[config.mk]
export PLATFORM = sky130hd
export DESIGN_NAME = wbus_arbiter_flat
export DESIGN_NICKNAME = d
export VERILOG_FILES = /design/src/rtl/wbus_arbiter_if.sv /design/src/rtl/wbus_arbiter.sv /design/src/flat_wrapper.sv
export SDC_FILE = /design/constraint.sdc
export NUM_CORES = 1
export LEC_CHECK = 0
export BUFFER_PORTS_ARGS = -buffer_cell sky130_fd_sc_hd__buf_2
export CORE_AREA = 4 4 157 159
export DETAILED_ROUTE_END_ITERATION = 16
export DIE_AREA = 0 0 161 163
export SYNTH_ARGS = -nofsm -noshare
export SYNTH_HDL_FRONTEND = slang
export SYNTH_SLANG_ARGS = --single-unit
[constraint.sdc]
create_clock -name clk -period 3.6 [get_ports clk]
set_input_delay 0.72 -clock clk [delete_from_list [all_inputs] [get_ports clk]]
set_output_delay 0.72 -clock clk [all_outputs]
set_load 0.02 [all_outputs]
[src/rtl/wbus_arbiter_if.sv]
// wbus_arbiter_if: requester-side and W-bus-side signals of the wbus_arbiter.
// The master modport is the arbiter's view: it consumes requests and drives the W bus.
// The slave modport is the surrounding logic's view: requesters plus the W bus target.
interface wbus_arbiter_if #(
  parameter int NREQ = 4
);
  logic [NREQ-1:0]      req;
  logic [NREQ-1:0]      req_write;
  logic [32*NREQ-1:0]   req_addr;
  logic [32*NREQ-1:0]   req_data;
  logic [31:0]          rd_data;
  logic [NREQ-1:0]      req_ack;
  logic [NREQ-1:0]      req_err;
  logic                 busy;
  logic [31:0]          W_ADDR;
  logic [31:0]          W_DATA_O;
  logic                 W_WRITE;
  logic                 W_STB;
  logic                 W_ACK;
  logic [31:0]          W_DATA_I;

  modport master (
    input  req, req_write, req_addr, req_data, W_ACK, W_DATA_I,
    output rd_data, req_ack, req_err, busy, W_ADDR, W_DATA_O, W_WRITE, W_STB
  );

  modport slave (
    output req, req_write, req_addr, req_data, W_ACK, W_DATA_I,
    input  rd_data, req_ack, req_err, busy, W_ADDR, W_DATA_O, W_WRITE, W_STB
  );
endinterface

[src/rtl/wbus_arbiter.sv]
// wbus_arbiter: round-robin arbiter sharing one W bus master port among NREQ
// requesters. One transaction at a time: IDLE picks a winner and launches the
// strobe, WAIT holds the bus until W_ACK, DONE pulses req_ack for one cycle.
// Optional feature macro: WBUS_ARB_TIMEOUT_EN -- aborts a WAIT that lasts TIMEOUT
// cycles without W_ACK, pulsing req_ack and req_err together with rd_data=0.
module wbus_arbiter #(
  parameter int NREQ    = 4,
  parameter int TIMEOUT = 255
) (
  input  logic            clk,
  input  logic            rst,
  wbus_arbiter_if.master  bus
);

  localparam int PW = (NREQ > 1) ? $clog2(NREQ) : 1;

  typedef enum logic [1:0] {
    IDLE = 2'd0,
    WAIT = 2'd1,
    DONE = 2'd2
  } state_t;

  state_t           state_q, state_d;
  logic [PW-1:0]    ptr_q, ptr_d;
  logic [PW-1:0]    grant_q, grant_d;
  logic [PW-1:0]    win;
  logic [31:0]      addr_q, addr_d;
  logic [31:0]      wdata_q, wdata_d;
  logic             write_q, write_d;
  logic             stb_q, stb_d;
  logic [31:0]      rd_q, rd_d;
  logic [NREQ-1:0]  ack_q, ack_d;
  logic [NREQ-1:0]  err_d;

  // First requester at or above the pointer, wrapping modulo NREQ.
  function automatic logic [PW-1:0] rr_pick(input logic [NREQ-1:0] r,
                                            input logic [PW-1:0]   p);
    logic [PW-1:0] w;
    logic          found;
    int            idx;
    w     = '0;
    found = 1'b0;
    for (int k = 0; k < NREQ; k++) begin
      idx = (int'(p) + k) % NREQ;
      if (!found && r[idx]) begin
        w     = PW'(idx);
        found = 1'b1;
      end
    end
    return w;
  endfunction

  // Pointer position just after the winner, wrapping modulo NREQ.
  function automatic logic [PW-1:0] rr_next(input logic [PW-1:0] w);
    return PW'((int'(w) + 1) % NREQ);
  endfunction

`ifdef WBUS_ARB_TIMEOUT_EN
  localparam logic [15:0] TO_LAST = 16'(TIMEOUT - 1);
  logic [15:0]      cnt_q, cnt_d;
  logic [NREQ-1:0]  err_q;
`else
  logic [15:0]      unused_timeout;
  assign unused_timeout = 16'(TIMEOUT);
`endif

  // Next-state and next-output computation for the IDLE/WAIT/DONE controller.
  always_comb begin
    win     = rr_pick(bus.req, ptr_q);
    state_d = state_q;
    ptr_d   = ptr_q;
    grant_d = grant_q;
    addr_d  = addr_q;
    wdata_d = wdata_q;
    write_d = write_q;
    stb_d   = stb_q;
    rd_d    = rd_q;
    ack_d   = '0;
    err_d   = '0;
`ifdef WBUS_ARB_TIMEOUT_EN
    cnt_d   = cnt_q;
`endif
    unique case (state_q)
      IDLE: begin
        if (|bus.req) begin
          grant_d = win;
          ptr_d   = rr_next(win);
          addr_d  = bus.req_addr[32*int'(win) +: 32];
          wdata_d = bus.req_data[32*int'(win) +: 32];
          write_d = bus.req_write[win];
          stb_d   = 1'b1;
          state_d = WAIT;
`ifdef WBUS_ARB_TIMEOUT_EN
          cnt_d   = '0;
`endif
        end
      end
      WAIT: begin
        if (bus.W_ACK) begin
          stb_d          = 1'b0;
          rd_d           = bus.W_DATA_I;
          ack_d[grant_q] = 1'b1;
          state_d        = DONE;
        end
`ifdef WBUS_ARB_TIMEOUT_EN
        else if (cnt_q == TO_LAST) begin
          // Abort: the requester still gets its one-cycle ack, flagged as an error.
          stb_d          = 1'b0;
          rd_d           = '0;
          ack_d[grant_q] = 1'b1;
          err_d[grant_q] = 1'b1;
          state_d        = DONE;
        end else begin
          cnt_d = cnt_q + 16'd1;
        end
`endif
      end
      DONE: begin
        state_d = IDLE;
      end
      default: begin
        state_d = IDLE;
      end
    endcase
  end

  // Controller and bus registers; reset drops any in-flight transaction.
  always_ff @(posedge clk) begin
    if (rst) begin
      state_q <= IDLE;
      ptr_q   <= '0;
      grant_q <= '0;
      addr_q  <= '0;
      wdata_q <= '0;
      write_q <= 1'b0;
      stb_q   <= 1'b0;
      rd_q    <= '0;
      ack_q   <= '0;
    end else begin
      state_q <= state_d;
      ptr_q   <= ptr_d;
      grant_q <= grant_d;
      addr_q  <= addr_d;
      wdata_q <= wdata_d;
      write_q <= write_d;
      stb_q   <= stb_d;
      rd_q    <= rd_d;
      ack_q   <= ack_d;
    end
  end

`ifdef WBUS_ARB_TIMEOUT_EN
  // Wait-cycle counter and the error pulse that accompanies a timeout ack.
  always_ff @(posedge clk) begin
    if (rst) begin
      cnt_q <= '0;
      err_q <= '0;
    end else begin
      cnt_q <= cnt_d;
      err_q <= err_d;
    end
  end

  assign bus.req_err = err_q;
`else
  logic [NREQ-1:0] unused_err;
  assign unused_err  = err_d;
  assign bus.req_err = '0;
`endif

  assign bus.W_ADDR   = addr_q;
  assign bus.W_DATA_O = wdata_q;
  assign bus.W_WRITE  = write_q;
  assign bus.W_STB    = stb_q;
  assign bus.rd_data  = rd_q;
  assign bus.req_ack  = ack_q;
  assign bus.busy     = (state_q != IDLE);

endmodule

[src/flat_wrapper.sv]
// flat-port wrapper written by rule: the top's interface ports become plain ports
module wbus_arbiter_flat 
#(
  parameter int NREQ    = 4,
  parameter int TIMEOUT = 255
)
  (clk, rst, bus_req, bus_req_write, bus_req_addr, bus_req_data, bus_W_ACK, bus_W_DATA_I, bus_rd_data, bus_req_ack, bus_req_err, bus_busy, bus_W_ADDR, bus_W_DATA_O, bus_W_WRITE, bus_W_STB);
  wbus_arbiter_if #(.NREQ(NREQ)) bus_i ();
  input  logic clk;
  input  logic rst;
  input wire logic [$bits(bus_i.req)-1:0] bus_req;
  input wire logic [$bits(bus_i.req_write)-1:0] bus_req_write;
  input wire logic [$bits(bus_i.req_addr)-1:0] bus_req_addr;
  input wire logic [$bits(bus_i.req_data)-1:0] bus_req_data;
  input wire logic [$bits(bus_i.W_ACK)-1:0] bus_W_ACK;
  input wire logic [$bits(bus_i.W_DATA_I)-1:0] bus_W_DATA_I;
  output wire logic [$bits(bus_i.rd_data)-1:0] bus_rd_data;
  output wire logic [$bits(bus_i.req_ack)-1:0] bus_req_ack;
  output wire logic [$bits(bus_i.req_err)-1:0] bus_req_err;
  output wire logic [$bits(bus_i.busy)-1:0] bus_busy;
  output wire logic [$bits(bus_i.W_ADDR)-1:0] bus_W_ADDR;
  output wire logic [$bits(bus_i.W_DATA_O)-1:0] bus_W_DATA_O;
  output wire logic [$bits(bus_i.W_WRITE)-1:0] bus_W_WRITE;
  output wire logic [$bits(bus_i.W_STB)-1:0] bus_W_STB;
  assign bus_i.req = bus_req;
  assign bus_i.req_write = bus_req_write;
  assign bus_i.req_addr = bus_req_addr;
  assign bus_i.req_data = bus_req_data;
  assign bus_i.W_ACK = bus_W_ACK;
  assign bus_i.W_DATA_I = bus_W_DATA_I;
  assign bus_rd_data = bus_i.rd_data;
  assign bus_req_ack = bus_i.req_ack;
  assign bus_req_err = bus_i.req_err;
  assign bus_busy = bus_i.busy;
  assign bus_W_ADDR = bus_i.W_ADDR;
  assign bus_W_DATA_O = bus_i.W_DATA_O;
  assign bus_W_WRITE = bus_i.W_WRITE;
  assign bus_W_STB = bus_i.W_STB;
  wbus_arbiter #(.NREQ(NREQ), .TIMEOUT(TIMEOUT)) u_core (.clk(clk), .rst(rst), .bus(bus_i));
endmodule
Word level (Yosys, flattened, before mapping)
Index checks and enable logic that the tools add are counted.
{ "op_classes": {"addsub": 4, "shifts": 2, "div_mod_pow": 0, "n_mux": 28, "bitwise": 5, "eq_ne": 3, "order_cmp": 7, "n_reduce_logical": 19, "mul": 0} }
{ "ops": {"columns": ["cell", "count"], "rows": [
  ["variable part select 128 x 8 -> 32 bit", 2],
  ["2-to-1 mux 1 bit", 14],
  ["< comparator 3 x 4 -> 1 bit, second input constant", 3],
  ["2-to-1 mux 2 bit", 6],
  ["binary-select mux 1 bit (select 2 bit)", 5],
  ["< comparator 2 x 3 -> 1 bit, second input constant", 3],
  ["AND reduction 2 bit", 3],
  ["OR reduction 2 bit", 3],
  ["adder 2 x 1 -> 2 bit, second input constant", 2],
  ["adder 2 bit, second input constant", 2],
  ["logical AND 1 bit", 4],
  ["case mux 2 bit (2 select lines)", 1],
  ["nonzero test 2 bit", 2],
  ["OR reduction 4 bit", 1],
  ["AND 1 bit, first input constant", 3],
  ["logical NOT 1 bit", 3],
  ["AND reduction 3 bit", 1],
  ["OR reduction 3 bit", 1],
  ["demux 1 bit (select 2 bit)", 1],
  ["== test 2 x 1 -> 1 bit, second input constant", 1],
  [">= comparator 2 x 1 -> 1 bit, second input constant", 1],
  ["logical NOT 2 bit", 1],
  ["!= test 2 x 1 -> 1 bit, second input constant", 1],
  ["!= test 2 bit, second input constant", 1],
  ["other kinds (2)", 3]
]} }
{ "totals": {"mem_count": 0, "inputBits": 299, "romBits": 0, "ram_bits": 0, "reg_bits": 108, "wordCells": 77, "latchBits": 0} }

Logic depth before layout (Yosys ltp)
{ "depth": {"depth_word": 16, "depth_mapped": 8, "mapped_depth_nobuf": 5} }

Least setup slack after synthesis
No wires, ideal clock.
{ "synth_timing": {"kind": "input-to-reg", "from": "input port bus_req[0]", "to": "register u_core.addr_q[0], in the netlist u_core.bus.W_ADDR[0]", "path_slack_ps": 1613, "t_arrival_ps": 1859, "required_ps": 3472, "n_path_buf": 3, "path_stages": 8, "setup_ps": 128, "path_cell_list": "a21oi_1 -> o21ai_1 -> a21oi_1 -> buf_2 -> buf_6 -> clkbuf_4 -> mux2i_1 -> o221ai_2"} }
{ "synth_via": {"elab_chain_len": 13, "word_cells_on_any_way": 27, "classes_between": "shift (1); mux (18); reduce/logical (8)"} }
{ "synth_lines": {"columns": ["item", "line_no", "rtl"], "rows": [
  ["start, declared", "flat_wrapper.sv:11", "input wire logic [$bits(bus_i.req)-1:0] bus_req;"],
  ["binary-select mux 1 bit (select 2 bit)", "wbus_arbiter.sv:45", "if (!found && r[idx]) begin"],
  ["2-to-1 mux 1 bit (implied by the code)", "wbus_arbiter.sv:45", null],
  ["2-to-1 mux 1 bit", "wbus_arbiter.sv:45", null],
  ["logical NOT 1 bit", "wbus_arbiter.sv:45", null],
  ["logical AND 1 bit", "wbus_arbiter.sv:45", null],
  ["2-to-1 mux 1 bit", "wbus_arbiter.sv:45", null],
  ["logical NOT 1 bit", "wbus_arbiter.sv:45", null],
  ["logical AND 1 bit", "wbus_arbiter.sv:45", null],
  ["2-to-1 mux 1 bit", "wbus_arbiter.sv:45", null],
  ["logical NOT 1 bit", "wbus_arbiter.sv:45", null],
  ["logical AND 1 bit", "wbus_arbiter.sv:45", null],
  ["2-to-1 mux 2 bit", "wbus_arbiter.sv:45", null],
  ["variable part select 128 x 8 -> 32 bit", "wbus_arbiter.sv:88", "addr_d = bus.req_addr[32*int'(win) +: 32];"],
  ["end signal, assigned", "wbus_arbiter.sv:143", "addr_q <= addr_d;"],
  ["end, declared", "wbus_arbiter.sv:27", "logic [31:0] addr_q, addr_d;"]
]} }
Several ways; a longest one is shown, not always the timed one. The select of a mux whose other input is x is not followed.
A chain may end at the register's enable or synchronous reset.

Worst setup path in the final report
{ "layout_timing": {"from": "input port bus_req[1]", "to": "register u_core.addr_q[25], in the netlist u_core.bus.W_ADDR[25]"} }
The elaborated chain is that of the path after synthesis.

==> results.md <==
* Initial antenna violation count at 1
* Starting DRT DRC Count at 231
* Synth Flop Type: dfxtp_1
* Final HPWL DP at between 15000 and 20000 µm
* Clk_skew at around 0.011 ns
* RSZ-0062 raised after global routing: false
* Die X at around 160 µm
* DR vias at 5573
* PwrDens at 464 mW/mm²
* NetSw at roughly 0.0013 W
* Largest family of logic cells by synthesized area: multiplexers
* CTS root buffer: clkbuf_16
* Async SR Flop Fraction at 0
* Mux cell area share after synthesis at 0.229
* Most frequent cells in the layout: buf_2, nand2_1, mux2i_1
* Simple-gate share of the synthesized area at 0.109
* Max stage delay cell, worst path: nand2_4
* Fin nets at 1237
* Pleak at around 3.9 nW
* Status: finished, final reports clean
* Placed cell count at 1246
* Syn Std Cell Area at 0.00568 mm²
* Sw frac at 0.351
* Routed wire length at 20900 µm
* FP Rows at 56
* Drt first pass iters at 4
* Setup Buffers After CTS at 0
* Vias in the first global route at roughly 5500
* Critical path fanouts, max at 38
* Post-synth EDFFs at 0
* CP startpoint kind: input port
* CP endpoint kind: flop
* Final Setup Violations at 0
* Xor/xnor cell area share of the yosys netlist at 0.00154
* CTS tree: yes
* Max-cap violation count at 0
* Die height at between 150 and 200 µm
* Residual DRC at 0
* Post-route non-filler standard cell count at ~1300
* Seq/Total Area, Yosys at 0.380
* Post-synth cell types at 35
* Pins Over Slew Limit at 0
* Compound-cell area share of the yosys netlist at 0.205
* WP data required at 3.82 ns
* Post-CTS resize count at 0
* Critical path arrival at 2.39 ns
* Gate power share at 0.343
* Commonest non-fill, non-tap cell in the layout: buf_2
* Worst VDD drop at 0.196 mV
* Critical R2R Launch: u_core.ptr_q[0]
* Area growth, synth to finish at 44.2%
* Initial Util at 0.244
* Crit-path cells: buf_2 -> nor2_1 -> a31o_2 -> nor2_4 -> nand2_4 -> buf_12 -> o221ai_1
* Final Cycle Share at 0.601
* Number of synthesized register bits at ~110
* First-pass GRT wire length at approximately 31000 µm
* Largest net degree at the start of global routing at 47
* Remaining Overflow, GRT at 0
* Gate Count Post-Synth at 561
* Synthesis Warnings at 0
* WL per Instance at ~17 µm
* GR Util All Layers at 0.147
* Largest stage delay, worst path at approximately 0.38 ns
* Setup TNS at 0 ns
* IO buf count at about 400
* Clk pwr share at 0.278
* # IOs at approximately 400
* Antenna diodes at 0
* Share of cells above drive strength 1 at 0.523
* Detail Route Antenna Nets at 0
* Area share of fa/ha/maj cells after synthesis at 0
* CTS sink count at between 100 and 150
* Mapped Avg Cell Area at a little over 10 µm²
* DIE AREA at approximately 0.026 mm²
* Critical path type: input port to flop
* Minimum clock period at 2.16 ns
* Hold Path Class: flop to flop
* # hold bufs at CTS at 0
* Crit. Startpoint: bus_req[1]
* Vias per cell at about 4.4
* Clock transition at the registers of the reported paths at 0.08 ns
* R2R cell count at 6
* Clock tree buffer depth at 2
* Worst-Margin Slew at approximately 0.64 ns
* CTS H-tree lvls at 3
* Pint at between 0.002 and 0.0025 W
* Fmax at between 0.4 and 0.5 GHz
* Final Wtd Congestion at a little under 0.8
* Clock Latency Late Sink at 0.35 ns
* Relative slew slack at 0.574
* Sequential Power Share at 0.379
* CTS buffer count at 9
* Hold path startpoint: u_core.bus.rd_data[8]
* Hold Crit Depth at 2
* Placeable Area at ~0.023 mm²
* Fin. Hold Viols at 0
## metal layers
metal  GRT usage  vias up  wire (µm)
met3      0.0496       17       1860
met5           0        -          0
li1            -     2787          -
met2       0.259      245      10500
met4      0.0380        0        321
met1       0.173     2524       8230
## registers in the layout, summed over array words and instances (netlist names)
signal / flops
u_core.state_q: 2
u_core.bus.W_WRITE: 1
u_core.bus.W_ADDR: 32
u_core.bus.req_ack: 4
u_core.bus.W_DATA_O: 32
u_core.ptr_q: 2
u_core.grant_q: 2
u_core.bus.rd_data: 32
u_core.bus.W_STB: 1
## kinds of logic (layout without fill, tap and decap cells)
| family | Yosys count | in the layout |
|---|---|---|
| DFF | 108 | 108 |
| buffers and inverters | 57 | 436 |
| AOI/OAI and AO/OA | 112 | 112 |
| other | 1 | 4 |
| muxes | 130 | 130 |
| and+or+nand+nor | 152 | 152 |
| xor gates and xnor gates | 1 | 1 |
## stage by stage
stage | total power (W) | utilization | area, µm² | worst slack (ns) | hold WS, ns
2_1_floorplan | 0.00235 | - | 5690 | 1.61 | 0.429
3_3_place_gp | 0.00278 | 0.339 | 7890 | 1.10 | 0.439
3_5_place_dp | 0.00279 | 0.339 | 7890 | 1.03 | 0.443
4_1_cts | 0.00387 | 0.352 | 8190 | 1.42 | 0.455
5_1_grt | 0.00401 | 0.352 | 8190 | 1.30 | 0.471
6_report | 0.00380 | 0.352 | 8190 | 1.44 | 0.451
## cell type report
type / count / area [µm²]
fill: 2452 / 15100
tap: 319 / 399
inverter: 5 / 18.8
clock buffer: 9 / 225
timing repair buffer: 415 / 2170
sequential: 108 / 2160
clock inverter: 7 / 81.3
multi-input combinational: 399 / 3130
## critical path, delay by kind of cell
family / cells / cell delay, ns
compound gates: 2 / 0.45
buf+inv: 2 / 0.43
simple gates: 3 / 0.74
## synthesized netlist by cell type (all sizes together), types with 2 or more instances
master | count | area [µm²]
inv | 5 | 18.8
dfxtp | 108 | 2160
o221ai | 66 | 897
nor2 | 7 | 33.8
a21oi | 40 | 211
nand2 | 136 | 510
nand2b | 2 | 20.0
buf | 37 | 343
clkbuf | 15 | 63.8
mux2i | 130 | 1300
a211oi | 2 | 20.0
## power by group through the flow
stage	logic, W	registers (W)	clock network (W)
2_1_floorplan	0.000707	0.00164	0
3_3_place_gp	0.00132	0.00146	0
3_5_place_dp	0.00133	0.00147	0
4_1_cts	0.00133	0.00144	0.00110
5_1_grt	0.00141	0.00146	0.00114
6_report	0.00131	0.00144	0.00106
## final timing paths
path	to	slack, ns
worst min register to register	u_core.bus.rd_data[8]	0.45
worst min-delay path	u_core.bus.rd_data[8]	0.45
worst max-delay path	u_core.bus.W_ADDR[25]	1.44
worst max register to register	u_core.bus.W_DATA_O[5]	1.62
Power figures use the tool's default switching activity.
